<file path="src/rtl/traffic_pkg.sv">
`default_nettype none
// ------------------------------------------------------------------
// traffic_pkg : light encodings and timer width shared with the FSM
// Revision    : 1.0
// ------------------------------------------------------------------
package traffic_pkg;

   localparam logic [2:0] LIGHT_GREEN  = 3'b100;
   localparam logic [2:0] LIGHT_YELLOW = 3'b010;
   localparam logic [2:0] LIGHT_RED    = 3'b001;

   localparam int TW = 6;

   typedef logic [TW-1:0] timer_t;

   // A countdown rests at 1 (and 0 stays 0) until the next reload.
   function automatic timer_t sat_dec(input timer_t v);
      return (v > timer_t'(1)) ? v - timer_t'(1) : v;
   endfunction

endpackage
`default_nettype wire

</file>
<file path="src/rtl/tick_prescaler.sv">
`default_nettype none
// ------------------------------------------------------------------
// tick_prescaler : divides clk down to a 1-cycle pulse every CLK_PER_SEC
// Revision       : 1.0
// ------------------------------------------------------------------
module tick_prescaler #(
   parameter int unsigned CLK_PER_SEC = 50_000_000
) (
   input  logic clk,
   input  logic rst_n,
   input  logic clr,
   output logic tick
);

   localparam int CW = (CLK_PER_SEC > 1) ? $clog2(CLK_PER_SEC) : 1;
   localparam logic [CW-1:0] LAST = CW'(CLK_PER_SEC - 1);

   if (CLK_PER_SEC < 1) begin : g_bad_cps
      $error("tick_prescaler: CLK_PER_SEC must be >= 1");
   end

   logic [CW-1:0] cnt_q, cnt_d;
   logic          tick_q, tick_d;
   logic          wrap;

   assign wrap = (cnt_q == LAST);

   always_comb begin
      cnt_d  = cnt_q;
      tick_d = 1'b0;
      if (clr) begin
         cnt_d  = '0;
      end else begin
         tick_d = wrap;
         cnt_d  = wrap ? '0 : cnt_q + CW'(1);
      end
   end

   always_ff @(posedge clk or negedge rst_n) begin
      if (!rst_n) begin
         cnt_q  <= '0;
         tick_q <= 1'b0;
      end else begin
         cnt_q  <= cnt_d;
         tick_q <= tick_d;
      end
   end

   assign tick = tick_q;

endmodule
`default_nettype wire

</file>
<file path="src/rtl/light_phase_timer.sv">
`default_nettype none
// ------------------------------------------------------------------
// light_phase_timer : per-second green/yellow countdowns for the light FSM
// Revision          : 1.0
// ------------------------------------------------------------------
module light_phase_timer
   import traffic_pkg::*;
#(
   parameter int unsigned CLK_PER_SEC = 50_000_000,
   parameter int unsigned GREEN_SEC   = 30,
   parameter int unsigned YELLOW_SEC  = 5
) (
   input  logic          clk,
   input  logic          rst_n,
   input  logic          start,
   input  logic [2:0]    light,
   output logic [TW-1:0] green_time,
   output logic [TW-1:0] yellow_time,
   output logic          tick,
   output logic          start_err
);

   if (GREEN_SEC < 2 || GREEN_SEC > 63) begin : g_bad_green
      $error("light_phase_timer: GREEN_SEC must be in 2..63");
   end
   if (YELLOW_SEC < 2 || YELLOW_SEC > 63) begin : g_bad_yellow
      $error("light_phase_timer: YELLOW_SEC must be in 2..63");
   end

   localparam timer_t GREEN_LOAD  = timer_t'(GREEN_SEC);
   localparam timer_t YELLOW_LOAD = timer_t'(YELLOW_SEC);

   timer_t green_q,  green_d;
   timer_t yellow_q, yellow_d;
   logic   err_q,    err_d;
   logic   tick_w;

   // Every start, valid or not, realigns the one-second grid.
   tick_prescaler #(
      .CLK_PER_SEC (CLK_PER_SEC)
   ) u_prescaler (
      .clk   (clk),
      .rst_n (rst_n),
      .clr   (start),
      .tick  (tick_w)
   );

   always_comb begin
      green_d  = green_q;
      yellow_d = yellow_q;
      err_d    = 1'b0;
      if (start) begin
         case (light)
            LIGHT_GREEN: begin
               yellow_d = YELLOW_LOAD;
               green_d  = '0;
            end
            LIGHT_RED: begin
               green_d  = GREEN_LOAD;
               yellow_d = '0;
            end
            default: err_d = 1'b1;
         endcase
      end else if (tick_w) begin
         green_d  = sat_dec(green_q);
         yellow_d = sat_dec(yellow_q);
      end
   end

   always_ff @(posedge clk or negedge rst_n) begin
      if (!rst_n) begin
         green_q  <= GREEN_LOAD;
         yellow_q <= '0;
         err_q    <= 1'b0;
      end else begin
         green_q  <= green_d;
         yellow_q <= yellow_d;
         err_q    <= err_d;
      end
   end

   assign green_time  = green_q;
   assign yellow_time = yellow_q;
   assign tick        = tick_w;
   assign start_err   = err_q;

endmodule
`default_nettype wire
</file>
<file path="config.mk">
export PLATFORM = sky130hd
export DESIGN_NAME = light_phase_timer
export DESIGN_NICKNAME = d
export VERILOG_FILES = /design/src/rtl/traffic_pkg.sv /design/src/rtl/tick_prescaler.sv /design/src/rtl/light_phase_timer.sv
export SDC_FILE = /design/constraint.sdc
export NUM_CORES = 1
export LEC_CHECK = 0
export CAP_MARGIN = 30
export CORE_UTILIZATION = 45
export DETAILED_ROUTE_END_ITERATION = 6
export SLEW_MARGIN = 20
export SYNTH_ARGS = -nofsm -noshare
export SYNTH_HDL_FRONTEND = slang
export SYNTH_SLANG_ARGS = --single-unit
export TNS_END_PERCENT = 1
</file>
<file path="constraint.sdc">
create_clock -name clk -period 3 [get_ports clk]
set_clock_uncertainty 0.05 [all_clocks]
set_input_delay 0.6 -clock clk [delete_from_list [all_inputs] [get_ports clk]]
set_output_delay 0.6 -clock clk [all_outputs]
set_load 0.005 [all_outputs]
</file>
==> results of run 1 <==
## metrics by stage
stage / hold WS [ns] / instance area (sq um) / std cells
after floorplan: 0.254 / 2230 / 240
after global placement: 0.452 / 2490 / 322
after detailed placement: 0.454 / 2490 / 322
after CTS: 0.405 / 2590 / 330
after global routing: 0.0922 / 2610 / 331
final: 0.0926 / 2610 / 331
## worst max path at each step
stage / endpoint / startpoint / slack [ns] / cells after the start
6_report: u_prescaler.cnt_q[18] / u_prescaler.cnt_q[0] / 0.78 / 5
5_1_grt: green_time[1] / start / 0.62 / 6
4_1_cts: u_prescaler.cnt_q[18] / u_prescaler.cnt_q[0] / 0.76 / 5
3_5_place_dp: green_time[1] / start / 0.49 / 6
3_3_place_gp: green_time[1] / start / 0.52 / 6
2_1_floorplan: yellow_time[1] / start / 0.76 / 4
## worst reg2reg max path, stage by stage (launching register included)
cell and delay (ns):
dfrtp_1 0.44, ha_1 0.28, and2_1 0.20, or4b_4 0.56, or4_1 0.49, a21oi_1 0.14
## routing by layer
layer	vias to the layer above	wire length, um
met1	863	2360
met4	0	74
met5	-	0
met3	8	119
li1	916	-
met2	23	2080
## power groups by stage
stage | sequential (mW) | combinational, mW | clock (mW)
final | 0.694 | 0.403 | 0.399
after global routing | 0.708 | 0.461 | 0.436
after CTS | 0.696 | 0.402 | 0.412
after detailed placement | 0.706 | 0.402 | 0
after global placement | 0.707 | 0.399 | 0
after floorplan | 0.692 | 0.217 | 0
## cell usage after synthesis (3+ instances only)
master and number:
ha_1 5, or4_1 6, nand4_1 9, o21bai_1 4, clkbuf_1 7, or3_1 11, nand3_1 10, a21oi_1 16
nand2_1 11, dfrtp_1 36, nor3b_1 5, xnor2_1 8, nor3_1 7, nor4_1 3, xor2_1 5, nor2_1 26
o31ai_1 4, inv_1 12, o21ai_0 20, dfstp_2 4
## kinds of logic (layout without fill, tap and decap cells)
family	Yosys count	after routing	share of synthesized area, %
fa+ha+maj	5	5	2.81
compound gates	55	55	15.1
flops	40	40	45.1
buf+inv	21	45	3.93
simple gates	103	103	26.4
xor+xnor	13	13	5.11
mux	3	3	1.46
## final cells by class
cell class              count  area, sq um  area share, %
clock buffers               8          100           3.83
inverters                  12         45.0           1.72
well taps                  67         83.8           3.21
multi-input cells         179         1130           43.4
flip-flops and latches     40         1010           38.5
repair buffers             25          243           9.29
## sequential cells by signal (all words and copies together), names as in the netlist
| signal | flops |
|---|---|
| green_time | 6 |
| start_err | 1 |
| u_prescaler.cnt_q | 26 |
| u_prescaler.tick | 1 |
| yellow_time | 6 |
==> results.sh, run 1 <==
export IMPL_seqPwrFrac_pct=46.4
export IMPL_rows=25
export IMPL_layout_commonest_cell="dfrtp_1"
export IMPL_clock_sinks=40
export IMPL_clock_root_buffer="clkbuf_8"
export IMPL_start_util_pct=46.9
export IMPL_arrival_ns=2.40
export IMPL_relSlewSlack_pct=67.8
export IMPL_reg2reg_setup_slack_ns=0.78
export IMPL_cts_buffers=5
export IMPL_syn_area_per_cell_sq_um=9.28
export IMPL_yosysSeqAreaShare_pct=45.1
export IMPL_final_setup_tns_ns=0
export IMPL_area_growth_pct=17.2
export IMPL_setup_viol=0
export IMPL_r2r_cells=5
export IMPL_syn_inst=240
export IMPL_startpoint_type="register"
export IMPL_portBuffers=19
export IMPL_grt_max_degree=41
export IMPL_rsz0062_at_grt="no"
export IMPL_power_density_mw_per_mm2=573
export IMPL_crit_path_max_fanout=11
export IMPL_synth_cell_types=44
export IMPL_track_usage_pct=20.1
export IMPL_worst_setup_path_end_kind="register"
export IMPL_synth_seq_cells=40
export IMPL_cts_hold_fix_buffers=0
export IMPL_cts_tree="yes"
export IMPL_tightest_slew_ns=0.479
export IMPL_dp_hpwl_mm=3.27
export IMPL_ys_top_cells_by_area="dfrtp_1, dfstp_2, o21ai_0"
export IMPL_die_y_um=72.4
export IMPL_slowest_stage="or4b_4"
export IMPL_post_route_period_util_pct=74.1
export IMPL_dieWidth_um=72.4
export IMPL_gp_congestion=0.837
export IMPL_crit_family="simple AND/OR/NAND/NOR gates"
export IMPL_yosysWarnings=0
export IMPL_slew_violations=0
export IMPL_clk_latency_ns=0.30
export IMPL_first_iter_violations=96
export IMPL_synth_edff_count=0
export IMPL_worst_path_buf_inv=0
export IMPL_synth_async_reset_ratio_pct=100
export IMPL_global_route_usage_met1_pct=29.2
export IMPL_crit_required_ns=3.18
export IMPL_gr_total_overflow=0
export IMPL_p_sw_share_pct=30.4
export IMPL_totalWireLength_mm=4.63
export IMPL_nNetsFinal=274
export IMPL_grt_pass1_vias=1697
export IMPL_grtUsageMet2_pct=29.8
export IMPL_fin_util_pct=54.9
export IMPL_clkPwrFrac_pct=26.7
export IMPL_synth_main_ff_cell="dfrtp_1"
export IMPL_fmax_mhz=450
export IMPL_hold_viol=0
export IMPL_ant_nets=0
export IMPL_slowest_delay_ns=0.56
export IMPL_dr_pass1_iters=4
export IMPL_power_switching_mw=0.455
export IMPL_worst_slack_ns=0.778
export IMPL_r2r_end="u_prescaler.cnt_q[18]"
export IMPL_ctsResizeCount=0
export IMPL_run_status="completed"
export IMPL_antenna_found_initial=0
export IMPL_hp_class="input port to asynchronous set/reset pin"
export IMPL_grt_busiest_layer="met2"
export IMPL_wl_per_cell_um=14.0
export IMPL_netlist_area_sq_mm=0.00223
export IMPL_path_cells="ha_1 -> and2_1 -> or4b_4 -> or4_1 -> a21oi_1"
export IMPL_vias=1810
export IMPL_grt_pass1_wl_mm=8.12
export IMPL_core_sq_mm=0.00475
export IMPL_timing_rr_start="u_prescaler.cnt_q[0]"
export IMPL_vdd_drop_max_mv=0.305
export IMPL_power_mw=1.50
export IMPL_route_detailed_drc=0
export IMPL_layout_common_cells="dfrtp_1, nor2_1, o21ai_0, clkdlybuf4s50_1, a21oi_1"
export IMPL_layout_drive_gt1_share_pct=11.4
export IMPL_cap_violations=0
export IMPL_yosys_area_top_type="dfrtp_1"
export IMPL_clockBufferDepth=2
export IMPL_p_int_mw=1.04
export IMPL_finalCriticalPeriod_ns=2.22
export IMPL_ios=20
export IMPL_critical_path_class="register to register"
export IMPL_synth_nets=251
export IMPL_grtUsageMet3_pct=4.31
export IMPL_cts_setup_buffers=0
export IMPL_leakage_nw=1.00
export IMPL_combPwrFrac_pct=27.0
export IMPL_synth_top_area_share_pct=40.4
export IMPL_n_antenna_cell=0
export IMPL_place_ws_ns=0.486
export IMPL_clk_pin_slew_worst_paths_ns=0.08
export IMPL_viasPerCell=5.47
export IMPL_fillers=445
export IMPL_dieArea_sq_mm=0.00524
export IMPL_htreeDepth=2
Note: power is estimated with default switching activity, not from simulation.
==> run 2, diff against run 1 <==
==> constraint.sdc (replaced) <==
create_clock -name clk -period 2.1 [get_ports clk]
set_clock_uncertainty 0.05 [all_clocks]
set_input_delay 0.42 -clock clk [delete_from_list [all_inputs] [get_ports clk]]
set_output_delay 0.42 -clock clk [all_outputs]
set_load 0.005 [all_outputs]
==> run 2 against run 1 <==
  * Sequential power rose by 43%
  * Fmax rose by 12%
  * Non-clock buffer count rose by 18
  * Critical path depth did not move
  * Global-route usage rose by 0.28 points
  * Wire length rose by 3.3%
  * Flip-flop and latch count did not move
  * Clock power rose by 27%
  * Cell count rose by 5.4%
  * First-iteration DRC count rose by 26%
  * Power rose by 41%
  * Die area did not move
==> results.sh, run 2 (synthesis results as in run 1) <==
export IMPL_run_status="completed"
export IMPL_die_y_um=72.4
export IMPL_grt_max_degree=41
export IMPL_design_area_sq_mm=0.00272
export IMPL_final_cell_count_no_fill=349
export IMPL_layout_common_cells="dfrtp_1, nor2_1, buf_4, o21ai_0, clkdlybuf4s50_1"
export IMPL_tightest_slew_ns=0.505
export IMPL_portBuffers=19
export IMPL_finalCriticalPeriod_ns=1.98
export IMPL_place_ws_ns=-0.127
export IMPL_grt_pass1_vias=1801
export IMPL_gp_congestion=0.810
export IMPL_setup_viol=0
export IMPL_vdd_drop_max_mv=0.444
export IMPL_rsz0062_at_grt="no"
export IMPL_gr_total_overflow=0
export IMPL_ant_nets=0
export IMPL_dpl_cell_area_sq_mm=0.00263
export IMPL_clk_pin_slew_worst_paths_ns=0.08
export IMPL_clk_latency_ns=0.29
export IMPL_grt_pass1_wl_mm=8.30
export IMPL_dpl_cell_count=340
export IMPL_timing_rr_start="u_prescaler.cnt_q[0]"
export IMPL_core_sq_mm=0.00475
export IMPL_cts_tree="yes"
export IMPL_fmax_mhz=505
export IMPL_r2r_cells=5
export IMPL_dr_pass1_iters=4
export IMPL_reg2reg_setup_slack_ns=0.12
export IMPL_dp_hpwl_mm=3.44
export IMPL_leakage_nw=1.08
export IMPL_clock_sinks=40
export IMPL_ios=20
export IMPL_worst_setup_path_end_kind="register"
export IMPL_clock_root_buffer="clkbuf_8"
export IMPL_hp_class="input port to asynchronous set/reset pin"
export IMPL_area_growth_pct=21.9
export IMPL_n_antenna_cell=0
export IMPL_hold_viol=0
export IMPL_cap_violations=0
export IMPL_route_detailed_drc=0
export IMPL_worst_slack_ns=0.119
export IMPL_dieWidth_um=72.4
export IMPL_relSlewSlack_pct=66.3
export IMPL_slew_violations=0
export IMPL_r2r_end="u_prescaler.cnt_q[18]"
export IMPL_first_iter_violations=121
export IMPL_crit_required_ns=2.28
export IMPL_viasPerCell=5.39
export IMPL_layout_commonest_cell="dfrtp_1"
export IMPL_track_usage_pct=20.4
export IMPL_arrival_ns=2.16
export IMPL_totalWireLength_mm=4.78
export IMPL_critical_path_class="register to register"
export IMPL_clockBufferDepth=2
export IMPL_nNetsFinal=292
export IMPL_regMostFlops="u_prescaler.cnt_q"
export IMPL_cts_buffers=5
export IMPL_layout_drive_gt1_share_pct=16.7
export IMPL_wl_per_cell_um=13.7
export IMPL_cts_hold_fix_buffers=0
export IMPL_startpoint_type="register"
export IMPL_antenna_found_initial=0
export IMPL_crit_path_max_fanout=11
export IMPL_start_util_pct=46.9
export IMPL_post_route_period_util_pct=94.3
export IMPL_vias=1882
export IMPL_power_density_mw_per_mm2=776
export IMPL_dieArea_sq_mm=0.00524
export IMPL_largest_reg_flops=26
export IMPL_rows=25
export IMPL_whs_ns=0.122
export IMPL_htreeDepth=2
[run 2: cell count changes in the layout (fill, tap and decap cells not counted), sizes merged]
cell	previous run	this run
clkinv	0	1
buf	7	25
clkbuf	8	7
[run 2: timing repair]
item,4_1_cts,5_1_grt
gates resized for setup,0,0
setup endpoints to repair,0,1
setup buffers,0,1
[run 2: cell type report]
| class | instances | area (sq um) |
|---|---|---|
| Timing Repair Buffer | 43 | 365 |
| Multi-Input combinational cell | 179 | 1130 |
| Inverter | 12 | 45.0 |
| Sequential cell | 40 | 1010 |
| Tap cell | 67 | 83.8 |
| Fill cell | 441 | 2040 |
| Clock inverter | 1 | 5.00 |
| Clock buffer | 7 | 76.3 |
[run 2: worst max-delay path by stage]
stage | startpoint | end | slack [ns] | cells after the start
floorplan | start | yellow_time[1] | 0.04 | 4
global placement | start | yellow_time[1] | -0.12 | 4
detailed placement | start | yellow_time[1] | -0.13 | 4
CTS | u_prescaler.cnt_q[0] | u_prescaler.cnt_q[18] | 0.10 | 5
global route | u_prescaler.cnt_q[0] | u_prescaler.cnt_q[18] | 0.02 | 5
finish | u_prescaler.cnt_q[0] | u_prescaler.cnt_q[18] | 0.12 | 5
[run 2: report_power, final]
part	total (mW)	leakage (nW)	internal [mW]	switching (mW)
clock network	0.506	0.0422	0.234	0.272
registers	0.989	0.526	0.880	0.109
logic	0.612	0.509	0.337	0.275
[run 2: metrics by stage]
stage | total power [mW] | setup TNS [ns] | util, %
6_report | 2.11 | 0 | 57.1
4_1_cts | 2.13 | 0 | 57.0
3_5_place_dp | 1.62 | -0.403 | 55.3
3_3_place_gp | 1.61 | -0.346 | 55.3
2_1_floorplan | 1.30 | 0 | -
5_1_grt | 2.24 | 0 | 57.1
[run 2: critical path, stage by stage, from the launching register on]
cell and delay [ns]:
dfrtp_1 0.35, ha_1 0.17, and2_1 0.17, or4b_4 0.55, or4_1 0.49, a21oi_1 0.15
[run 2: per-layer routing]
layer	vias up	share of wire, %	track usage, %
li1	950	-	-
met1	896	49	27.2
met2	28	47	33.6
met3	8	2.5	3.75
met4	0	1.8	6.75
met5	-	0	0
==> run 3, diff against run 2 <==
--- a/config.mk
+++ b/config.mk
@@ -5,9 +5,11 @@
 export SDC_FILE = /design/constraint.sdc
 export NUM_CORES = 1
 export LEC_CHECK = 0
+export ABC_CLOCK_PERIOD_IN_PS = 2100
 export CAP_MARGIN = 30
-export CORE_UTILIZATION = 45
+export CORE_UTILIZATION = 50
 export DETAILED_ROUTE_END_ITERATION = 6
+export PLACE_DENSITY = 0.71
 export SLEW_MARGIN = 20
 export SYNTH_ARGS = -nofsm -noshare
 export SYNTH_HDL_FRONTEND = slang
==> run 3 against run 2 <==
  * Utilization grew 11 points
  * Non-clock buffer count grew 7
  * Final area grew 4.7%
  * Wire length grew 4.5%
  * Sequential power shrank 0.7%
  * Worst setup slack lost 0.0041 ns
  * Register-to-register slack is essentially flat
  * First-iteration DRC count grew 25%
  * Worst hold slack gained 0.35 ns
  * Clock-buffer cell count shrank 2
  * Largest power group unchanged
  * Highest routed layer unchanged
==> results.sh, run 3 (synthesis results as in run 1) <==
export IMPL_run_status="completed"
export IMPL_dieWidth_um=68.8
export IMPL_clock_root_buffer="clkbuf_8"
export IMPL_power_density_mw_per_mm2=879
export IMPL_p_int_mw=1.82
export IMPL_cap_violations=0
export IMPL_ios=20
export IMPL_worst_setup_path_end_kind="register"
export IMPL_combPwrFrac_pct=25.7
export IMPL_crit_path_max_fanout=8
export IMPL_path_cells="nand4_4 -> or4_1 -> or3_1 -> a21oi_1"
export IMPL_track_usage_pct=23.4
export IMPL_dr_pass1_iters=5
export IMPL_portBuffers=19
export IMPL_wl_per_cell_um=14.7
export IMPL_first_iter_violations=151
export IMPL_crit_required_ns=2.28
export IMPL_die_y_um=68.8
export IMPL_regMostFlops="u_prescaler.cnt_q"
export IMPL_viasPerCell=5.69
export IMPL_place_ws_ns=-0.114
export IMPL_seqPwrFrac_pct=39.3
export IMPL_htreeDepth=2
export IMPL_dpl_cell_area_sq_mm=0.00262
export IMPL_dieArea_sq_mm=0.00473
export IMPL_p_sw_share_pct=27.0
export IMPL_start_util_pct=53.8
export IMPL_n_antenna_cell=0
export IMPL_fillers=352
export IMPL_layout_commonest_cell="dfrtp_1"
export IMPL_relSlewSlack_pct=70.1
export IMPL_design_area_sq_mm=0.00284
export IMPL_tightest_slew_ns=0.446
export IMPL_slew_violations=0
export IMPL_vdd_drop_max_mv=0.787
export IMPL_slowest_delay_ns=0.70
export IMPL_gp_congestion=0.896
export IMPL_clkPwrFrac_pct=35.0
export IMPL_critical_path_class="register to register"
export IMPL_clockBufferDepth=2
export IMPL_clk_latency_ns=0.31
export IMPL_hp_class="register to register"
export IMPL_finalCriticalPeriod_ns=1.98
export IMPL_largest_reg_flops=26
export IMPL_grt_pass1_vias=1790
export IMPL_cts_tree="yes"
export IMPL_rsz0062_at_grt="no"
export IMPL_cts_buffers=5
export IMPL_core_sq_mm=0.00414
export IMPL_totalWireLength_mm=5.00
export IMPL_power_switching_mw=0.676
export IMPL_gr_total_overflow=0
export IMPL_vias=1936
export IMPL_area_growth_pct=27.6
export IMPL_grt_max_degree=16
export IMPL_slowest_stage="or4_1"
export IMPL_fmax_mhz=504
export IMPL_clk_pin_slew_worst_paths_ns=0.08
export IMPL_dp_hpwl_mm=3.43
export IMPL_ant_nets=0
export IMPL_leakage_nw=1.15
export IMPL_post_route_period_util_pct=94.5
export IMPL_antenna_found_initial=0
export IMPL_fin_util_pct=68.6
export IMPL_setup_viol=0
export IMPL_startpoint_type="register"
export IMPL_hold_viol=0
export IMPL_layout_common_cells="dfrtp_1, buf_4, nor2_1, o21ai_0, clkdlybuf4s50_1"
export IMPL_nNetsFinal=300
export IMPL_worst_slack_ns=0.115
export IMPL_route_detailed_drc=0
export IMPL_final_setup_tns_ns=0
export IMPL_grt_pass1_wl_mm=8.06
export IMPL_rows=23
export IMPL_clock_sinks=40
export IMPL_arrival_ns=2.17
export IMPL_layout_drive_gt1_share_pct=20.0
run 3: per-layer routing:
| metal | track usage (%) | vias up | part of all wire, % |
|---|---|---|---|
| met1 | 31.5 | 930 | 48 |
| li1 | - | 974 | - |
| met5 | 0 | - | 0 |
| met3 | 5.26 | 7 | 3.6 |
| met4 | 9.18 | 0 | 1.3 |
| met2 | 36.5 | 25 | 47 |
run 3: per-stage QoR:
stage	std cells	power [mW]	hold slack, ns
after global routing	340	2.64	0.492
after CTS	334	2.52	0.469
final	340	2.50	0.468
after global placement	325	1.61	0.291
after floorplan	240	1.30	0.0744
after detailed placement	325	1.63	0.290
run 3: worst max-delay path: cells and delay by family, from the launching register on:
kind	cells	cell delay, ns
simple gates	3	1.27
flops	1	0.46
compound gates	1	0.14
run 3: path summary, 6_finish.rpt:
check / end / depth (start not counted) / slack [ns] / startpoint
max in group asynchronous: green_time[1] / 3 / 0.94 / rst_n
worst min-delay path: green_time[3] / 2 / 0.47 / green_time[3]
worst max register to register: u_prescaler.cnt_q[19] / 4 / 0.12 / u_prescaler.cnt_q[3]
worst min register to register: green_time[3] / 2 / 0.47 / green_time[3]
worst max-delay path: u_prescaler.cnt_q[19] / 4 / 0.12 / u_prescaler.cnt_q[3]
min in group asynchronous: u_prescaler.cnt_q[21] / 2 / 0.49 / rst_n
run 3: repair_timing:
action                                  in CTS  in global routing
setup buffers                                0                  5
hold endpoints to repair                    13                  0
hold buffers                                 1                  0
endpoints found under the setup margin       0                  1
resized for setup                            0                  2
run 3: area by class of cell:
type	instances	area, sq um	share of cell area (%)
well taps	50	62.6	2.20
inverters	12	45.0	1.58
repair buffers	50	420	14.8
clock inverters	3	90.1	3.17
flip-flops and latches	40	1010	35.4
clock buffers	5	68.8	2.42
multi-input cells	180	1150	40.5
run 3: power groups by stage:
stage                     clock network, mW  logic, mW  registers [mW]
after floorplan                           0      0.310           0.989
after global placement                    0      0.622           0.991
after detailed placement                  0      0.632           0.994
after CTS                             0.890      0.645           0.983
after global routing                  0.921      0.726           0.995
final                                 0.875      0.642           0.982
